**src/rtl/rotsq_pkg.sv**
```systemverilog
// Shared types and defaults for the rotating-square button control stage.
// Debounce state encoding and the production debounce interval.
package rotsq_pkg;

    typedef enum logic [1:0] {
        IDLE_LO,
        WAIT_HI,
        IDLE_HI,
        WAIT_LO
    } db_state_t;

    // 10 ms at 100 MHz
    localparam int unsigned DB_TICKS_DEF = 1_000_000;

endpackage

```
**src/rtl/debounce_fsm.sv**
```systemverilog
// Two-flop synchroniser plus debounce FSM for one raw pushbutton.
// Emits a single-cycle press pulse per accepted press.
module debounce_fsm
    import rotsq_pkg::*;
#(
    parameter int unsigned DB_TICKS = DB_TICKS_DEF
) (
    input  logic clk,
    input  logic rst,
    input  logic raw,
    output logic level,
    output logic press
);

    localparam int CW = $clog2(DB_TICKS);
    localparam logic [CW-1:0] LAST = CW'(DB_TICKS - 1);

    logic [1:0]    sync_q;
    logic          s;
    db_state_t     state_q;
    db_state_t     state_d;
    logic [CW-1:0] cnt_q;
    logic [CW-1:0] cnt_d;

    assign s = sync_q[1];

    // Bring the asynchronous button into the clock domain.
    always_ff @(posedge clk or posedge rst) begin
        if (rst) begin
            sync_q <= 2'b00;
        end else begin
            sync_q <= {sync_q[0], raw};
        end
    end

    // Debounce state and stability counter.
    always_ff @(posedge clk or posedge rst) begin
        if (rst) begin
            state_q <= IDLE_LO;
            cnt_q   <= '0;
        end else begin
            state_q <= state_d;
            cnt_q   <= cnt_d;
        end
    end

    // Next state; press fires on the cycle a high input is accepted.
    always_comb begin
        state_d = state_q;
        cnt_d   = cnt_q;
        press   = 1'b0;
        unique case (state_q)
            IDLE_LO: begin
                if (s) begin
                    state_d = WAIT_HI;
                    cnt_d   = '0;
                end
            end
            WAIT_HI: begin
                if (!s) begin
                    state_d = IDLE_LO;
                end else if (cnt_q == LAST) begin
                    state_d = IDLE_HI;
                    press   = 1'b1;
                end else begin
                    cnt_d = cnt_q + CW'(1);
                end
            end
            IDLE_HI: begin
                if (!s) begin
                    state_d = WAIT_LO;
                    cnt_d   = '0;
                end
            end
            WAIT_LO: begin
                if (s) begin
                    state_d = IDLE_HI;
                end else if (cnt_q == LAST) begin
                    state_d = IDLE_LO;
                end else begin
                    cnt_d = cnt_q + CW'(1);
                end
            end
            default: begin
                state_d = IDLE_LO;
                cnt_d   = '0;
            end
        endcase
    end

    // Debounced button level: high once a press has been accepted.
    assign level = (state_q == IDLE_HI) || (state_q == WAIT_LO);

endmodule

```
**src/rtl/rotsq_button_ctrl.sv**
```systemverilog
// Button control stage for the rotating-square display driver.
// Debounced presses toggle the en and cw levels.
module rotsq_button_ctrl
    import rotsq_pkg::*;
#(
    parameter int unsigned DB_TICKS = DB_TICKS_DEF,
    parameter logic        EN_RST   = 1'b0,
    parameter logic        CW_RST   = 1'b1
) (
    input  logic clk,
    input  logic rst,
    input  logic btn_en,
    input  logic btn_dir,
    output logic en,
    output logic cw
);

    logic press_en;
    logic press_dir;
    logic en_q;
    logic cw_q;

    debounce_fsm #(.DB_TICKS(DB_TICKS)) u_db_en (
        .clk   (clk),
        .rst   (rst),
        .raw   (btn_en),
        .level (),
        .press (press_en)
    );

    debounce_fsm #(.DB_TICKS(DB_TICKS)) u_db_dir (
        .clk   (clk),
        .rst   (rst),
        .raw   (btn_dir),
        .level (),
        .press (press_dir)
    );

    // Each accepted press flips its level; buttons are independent.
    always_ff @(posedge clk or posedge rst) begin
        if (rst) begin
            en_q <= EN_RST;
            cw_q <= CW_RST;
        end else begin
            if (press_en) begin
                en_q <= ~en_q;
            end
            if (press_dir) begin
                cw_q <= ~cw_q;
            end
        end
    end

    assign en = en_q;
    assign cw = cw_q;

endmodule

```
**config.mk**
```make
export PLATFORM = sky130hd
export DESIGN_NAME = rotsq_button_ctrl
export DESIGN_NICKNAME = d
export VERILOG_FILES = /design/src/rtl/rotsq_pkg.sv /design/src/rtl/debounce_fsm.sv /design/src/rtl/rotsq_button_ctrl.sv
export SDC_FILE = /design/constraint.sdc
export NUM_CORES = 1
export LEC_CHECK = 0
export CAP_MARGIN = 20
export CORE_MARGIN = 8
export CORE_UTILIZATION = 40
export CTS_CLUSTER_DIAMETER = 50
export DETAILED_ROUTE_END_ITERATION = 8
export GPL_TIMING_DRIVEN = 0
export PLACE_DENSITY = 0.56
export SYNTH_ARGS = -nofsm -noshare
export SYNTH_HDL_FRONTEND = slang
export SYNTH_SLANG_ARGS = --single-unit
```
**constraint.sdc**
```tcl
create_clock -name clk -period 1.85 [get_ports clk]
set_clock_uncertainty 0.15 [all_clocks]
set_input_delay 0.37 -clock clk [delete_from_list [all_inputs] [get_ports clk]]
set_output_delay 0.37 -clock clk [all_outputs]
set_load 0.01 [all_outputs]
```
==> results.py <==
metrics = {
    "worst_setup_path": {
        "critical_path_peak_fanout": 5,
        "critPathLaunchType": "register",
        "number_of_buffer_and_inverter_stages_on_the_critical_path": 1,
        "timing_worst_setup_path_type": "register to register",
        "critPathArrivalTime_ns": 2.04,
        "startpoint": "u_db_dir.cnt_q[15]",
        "cp_peak_stage_delay_ns": 0.57,
        "timing.critical_path.cells": "or4_4 -> nor4_4 -> a31o_1 -> buf_6 -> or3_1 -> a21oi_1",
        "cp.depth": 6,
        "timing.reg2reg.setup_slack_ns": -0.17,
        "critical_path.reg2reg.endpoint": "u_db_dir.cnt_q[17]",
        "timing.critical_path.required_ns": 1.87,
        "critPathTopFamily": "simple AND/OR/NAND/NOR gates",
        "timing.critical_path.to_type": "register",
        "critPathSlowestCell": "sky130_fd_sc_hd__or4_4",
        "ff2ff_path_depth": 6,
        "rr_startpoint": "u_db_dir.cnt_q[15]",
    },
    "cts": {
        "ctsRootBufferMaster": "sky130_fd_sc_hd__clkbuf_8",
        "clk_pin_slew_worst_setup_hold_paths_ns": 0.09,
        "worst_skew_pair.late_latency_ns": 0.31,
        "h-tree-depth": 2,
        "clkSinkCount": 50,
        "cts.hold.buffers_added": 0,
        "maximum_count_of_clock_buffers_along_a_single_path": 2,
        "cts-buffers-inserted": 5,
        "clock_tree_from_tritoncts": "built",
    },
    "yosys": {
        "synthArstFlopShare_pct": 100.0,
        "synth_enable_flop_cells": 0,
        "synth_compound_gate_area_share_pct": 14.44,
        "adder_and_majority_gate_portion_of_the_synthesized_area_pct": 0.9407,
        "synth_nets": 279,
        "synthXorXnorAreaFrac_pct": 4.563,
        "post_synth_and_or_nand_nor_area_fraction_pct": 27.05,
        "synth.lib_cells_used.distinct": 55,
        "syn_area_sq_um": 2660,
        "synth-seq-cells": 50,
        "synthesis.instances": 273,
        "synth.yosys.warnings": 0,
        "ys.flop_type": "sky130_fd_sc_hd__dfrtp_1",
        "synthesis.area_per_instance_sq_um": 9.744,
        "combinational_family_with_the_most_area_after_synthesis": "simple AND/OR/NAND/NOR gates",
        "muxShareOfSynthArea_pct": 2.493,
        "share_of_synthesized_area_occupied_by_flip_flops_and_latches_pct": 47.08,
    },
    "sta": {
        "post-route-min-period_ns": 2.018,
        "setup_viol": 34,
        "max_freq_mhz": 495.4,
        "finalWorstSetupSlack_ns": -0.1685,
        "timing.final.max_slew_violations": 0,
        "worstMarginPinSlew_ns": 0.5853,
        "grt_setup_unrepaired": "yes",
        "finalCritPeriodShare_pct": 109.1,
        "timing_hold_violations_final": 0,
        "setup_total_negative_slack_ns": -3.223,
        "hold-worst-slack_ns": 0.1783,
        "slew-limit-headroom_pct": 60.84,
    },
    "grt": {
        "globalRoute.totalOverflow": 0,
        "global_route.usage.total_pct": 13.74,
        "grt_pass1_wl_um": 10910,
        "via_count_of_the_first_global_routing_pass": 2160,
        "maximum_number_of_pins_on_one_net_before_global_route_repair": 39,
        "antenna_found_initial": 0,
    },
    "flow_run": {
        "cap_violations": 0,
    },
    "layout": {
        "mostFrequentLayoutCell": "sky130_fd_sc_hd__dfrtp_1",
        "antenna-diode-count": 0,
        "layout-drive-gt1-share_pct": 39.88,
        "final_cell_area_sq_um": 3760,
        "area.growth.synth_to_final_pct": 41.35,
        "fin_nets": 341,
        "filler_cell_count": 537,
        "most-common-layout-cells": "41 x sky130_fd_sc_hd__dfrtp_1, 33 x sky130_fd_sc_hd__buf_4, 26 x sky130_fd_sc_hd__nand2_1",
        "final-seq-area_sq_um": 1262,
        "instances_no_fill": 413,
        "multi_input_area_sq_um": 1610,
        "finish.utilization_pct": 58.88,
    },
    "detailed_routing": {
        "drt_iter0_drc": 165,
        "viasPerCell": 5.557,
        "ant_nets": 0,
        "drt_first_pass_iters": 4,
        "via_count": 2295,
        "avgRoutedWirePerCell_um": 16.55,
        "drc_errors": 0,
        "postRouteWirelength_um": 6836,
    },
    "pwr": {
        "power_density_nw_per_um2": 615.0,
        "leakagePower_nw": 1.642,
        "worst_ir_drop_vdd_mv": 0.4564,
    },
    "floorplan": {
        "core_area_sq_um": 6386,
        "num_rows": 29,
        "initial_utilization_pct": 41.65,
        "pin_count": 6,
        "die_h_um": 97.55,
        "floorplan.die_area_sq_um": 9516,
        "die_width_um": 97.55,
    },
    "placed_design": {
        "place.gp.congestion": 0.7619,
        "port_buffers": 5,
        "post-place-cells": 356,
        "dp_hpwl_um": 3899,
        "place_area_sq_um": 2859,
    },
    "run_status": {
        "outcome": "finished with violations",
        "failed_checks": "negative setup slack",
    },
    "min_path": {
        "worst_hold_path_type": "input port to async pin",
    },
}
-- synth_stat cells, types with 2 or more instances --
cell,instances,area [sq um]
sky130_fd_sc_hd__nand2b_1,2,12.51
sky130_fd_sc_hd__or3b_1,2,17.52
sky130_fd_sc_hd__nor2_1,16,60.06
sky130_fd_sc_hd__a31oi_1,4,25.02
sky130_fd_sc_hd__or3_1,8,50.05
sky130_fd_sc_hd__inv_1,9,33.78
sky130_fd_sc_hd__nor3_2,2,20.02
sky130_fd_sc_hd__and2_1,3,18.77
sky130_fd_sc_hd__xnor2_1,4,35.03
sky130_fd_sc_hd__xor2_1,8,70.07
sky130_fd_sc_hd__a21o_1,5,37.54
sky130_fd_sc_hd__nor3b_1,3,22.52
sky130_fd_sc_hd__buf_2,2,10.01
sky130_fd_sc_hd__and4_1,7,61.31
sky130_fd_sc_hd__nand2_1,29,108.9
sky130_fd_sc_hd__or4_1,3,22.52
sky130_fd_sc_hd__o31ai_1,2,15.01
sky130_fd_sc_hd__buf_6,2,22.52
sky130_fd_sc_hd__ha_1,2,25.02
sky130_fd_sc_hd__dfrtp_1,49,1226
sky130_fd_sc_hd__clkbuf_1,2,7.510
sky130_fd_sc_hd__nand3_1,21,105.1
sky130_fd_sc_hd__o21ai_1,9,45.04
sky130_fd_sc_hd__and3_1,9,56.30
sky130_fd_sc_hd__nand4_1,7,43.79
sky130_fd_sc_hd__o211ai_1,2,15.01
sky130_fd_sc_hd__o21ai_0,10,50.05
sky130_fd_sc_hd__a21oi_2,2,17.52
sky130_fd_sc_hd__mux2_2,4,45.04
sky130_fd_sc_hd__a22o_1,7,61.31
sky130_fd_sc_hd__a21oi_1,13,65.06
sky130_fd_sc_hd__nand3b_1,2,15.01
-- through the flow --
stage / power [mW] / setup slack (ns)
floorplan: 1.249 / -0.04885
global placement: 1.290 / -0.9357
detailed placement: 1.298 / -0.3222
CTS: 2.305 / -0.1538
global route: 2.402 / -0.2643
finish: 2.312 / -0.1685
-- sequential cells by signal, indices dropped and copies added, names as in the netlist, named ones only --
signal,flops
u_db_dir.state_q,1
en,1
u_db_dir.sync_q,2
u_db_en.sync_q,2
u_db_en.state_q,1
u_db_dir.cnt_q,20
u_db_en.cnt_q,20
cw,1
-- worst max-delay path by stage --
stage | to
after floorplan | u_db_dir.cnt_q[17]
after detailed placement | u_db_en.cnt_q[7]
after global routing | u_db_dir.cnt_q[17]
final | u_db_dir.cnt_q[17]
after CTS | u_db_dir.cnt_q[9]
after global placement | u_db_en.cnt_q[12]
-- per-layer routing --
metal	up-vias	part of all wire, %	track usage [%]
li1	1127	-	-
met1	1129	49	18.87
met2	32	46	20.54
met3	7	3.7	3.129
met4	0	1.2	4.545
met5	-	0	0
-- cell families after synthesis --
kind of cell	after synthesis
XOR/XNOR	13
adder cells (fa/ha/maj)	2
flip-flops	50
buffers and inverters	18
AND/OR/NAND/NOR	124
multiplexers	6
AO/OA/AOI/OAI	60
-- power breakdown --
group	switching [mW]	total (mW)	internal [mW]
combinational	0.115	0.219	0.104
sequential	0.0255	1.14	1.11
clock	0.377	0.954	0.577
total	0.517	2.31	1.80
-- repair_timing --
action	4_1_cts	5_1_grt
setup buffers	21	23
setup endpoints to repair	42	43
resized for setup	40	52
cloned	5	1
pin swaps	18	28
-- cell type report --
type                    instances  share of cell area [%]
multi-input cells             207                   42.83
flip-flops and latches         50                   33.58
repair buffers                 54                   13.94
well taps                      77                   2.562
clock buffers                   6                   2.196
plain buffers                   6                   1.997
clock inverters                 2                   1.597
inverters                      11                   1.298
No activity file was read; power rests on OpenSTA's default activity.
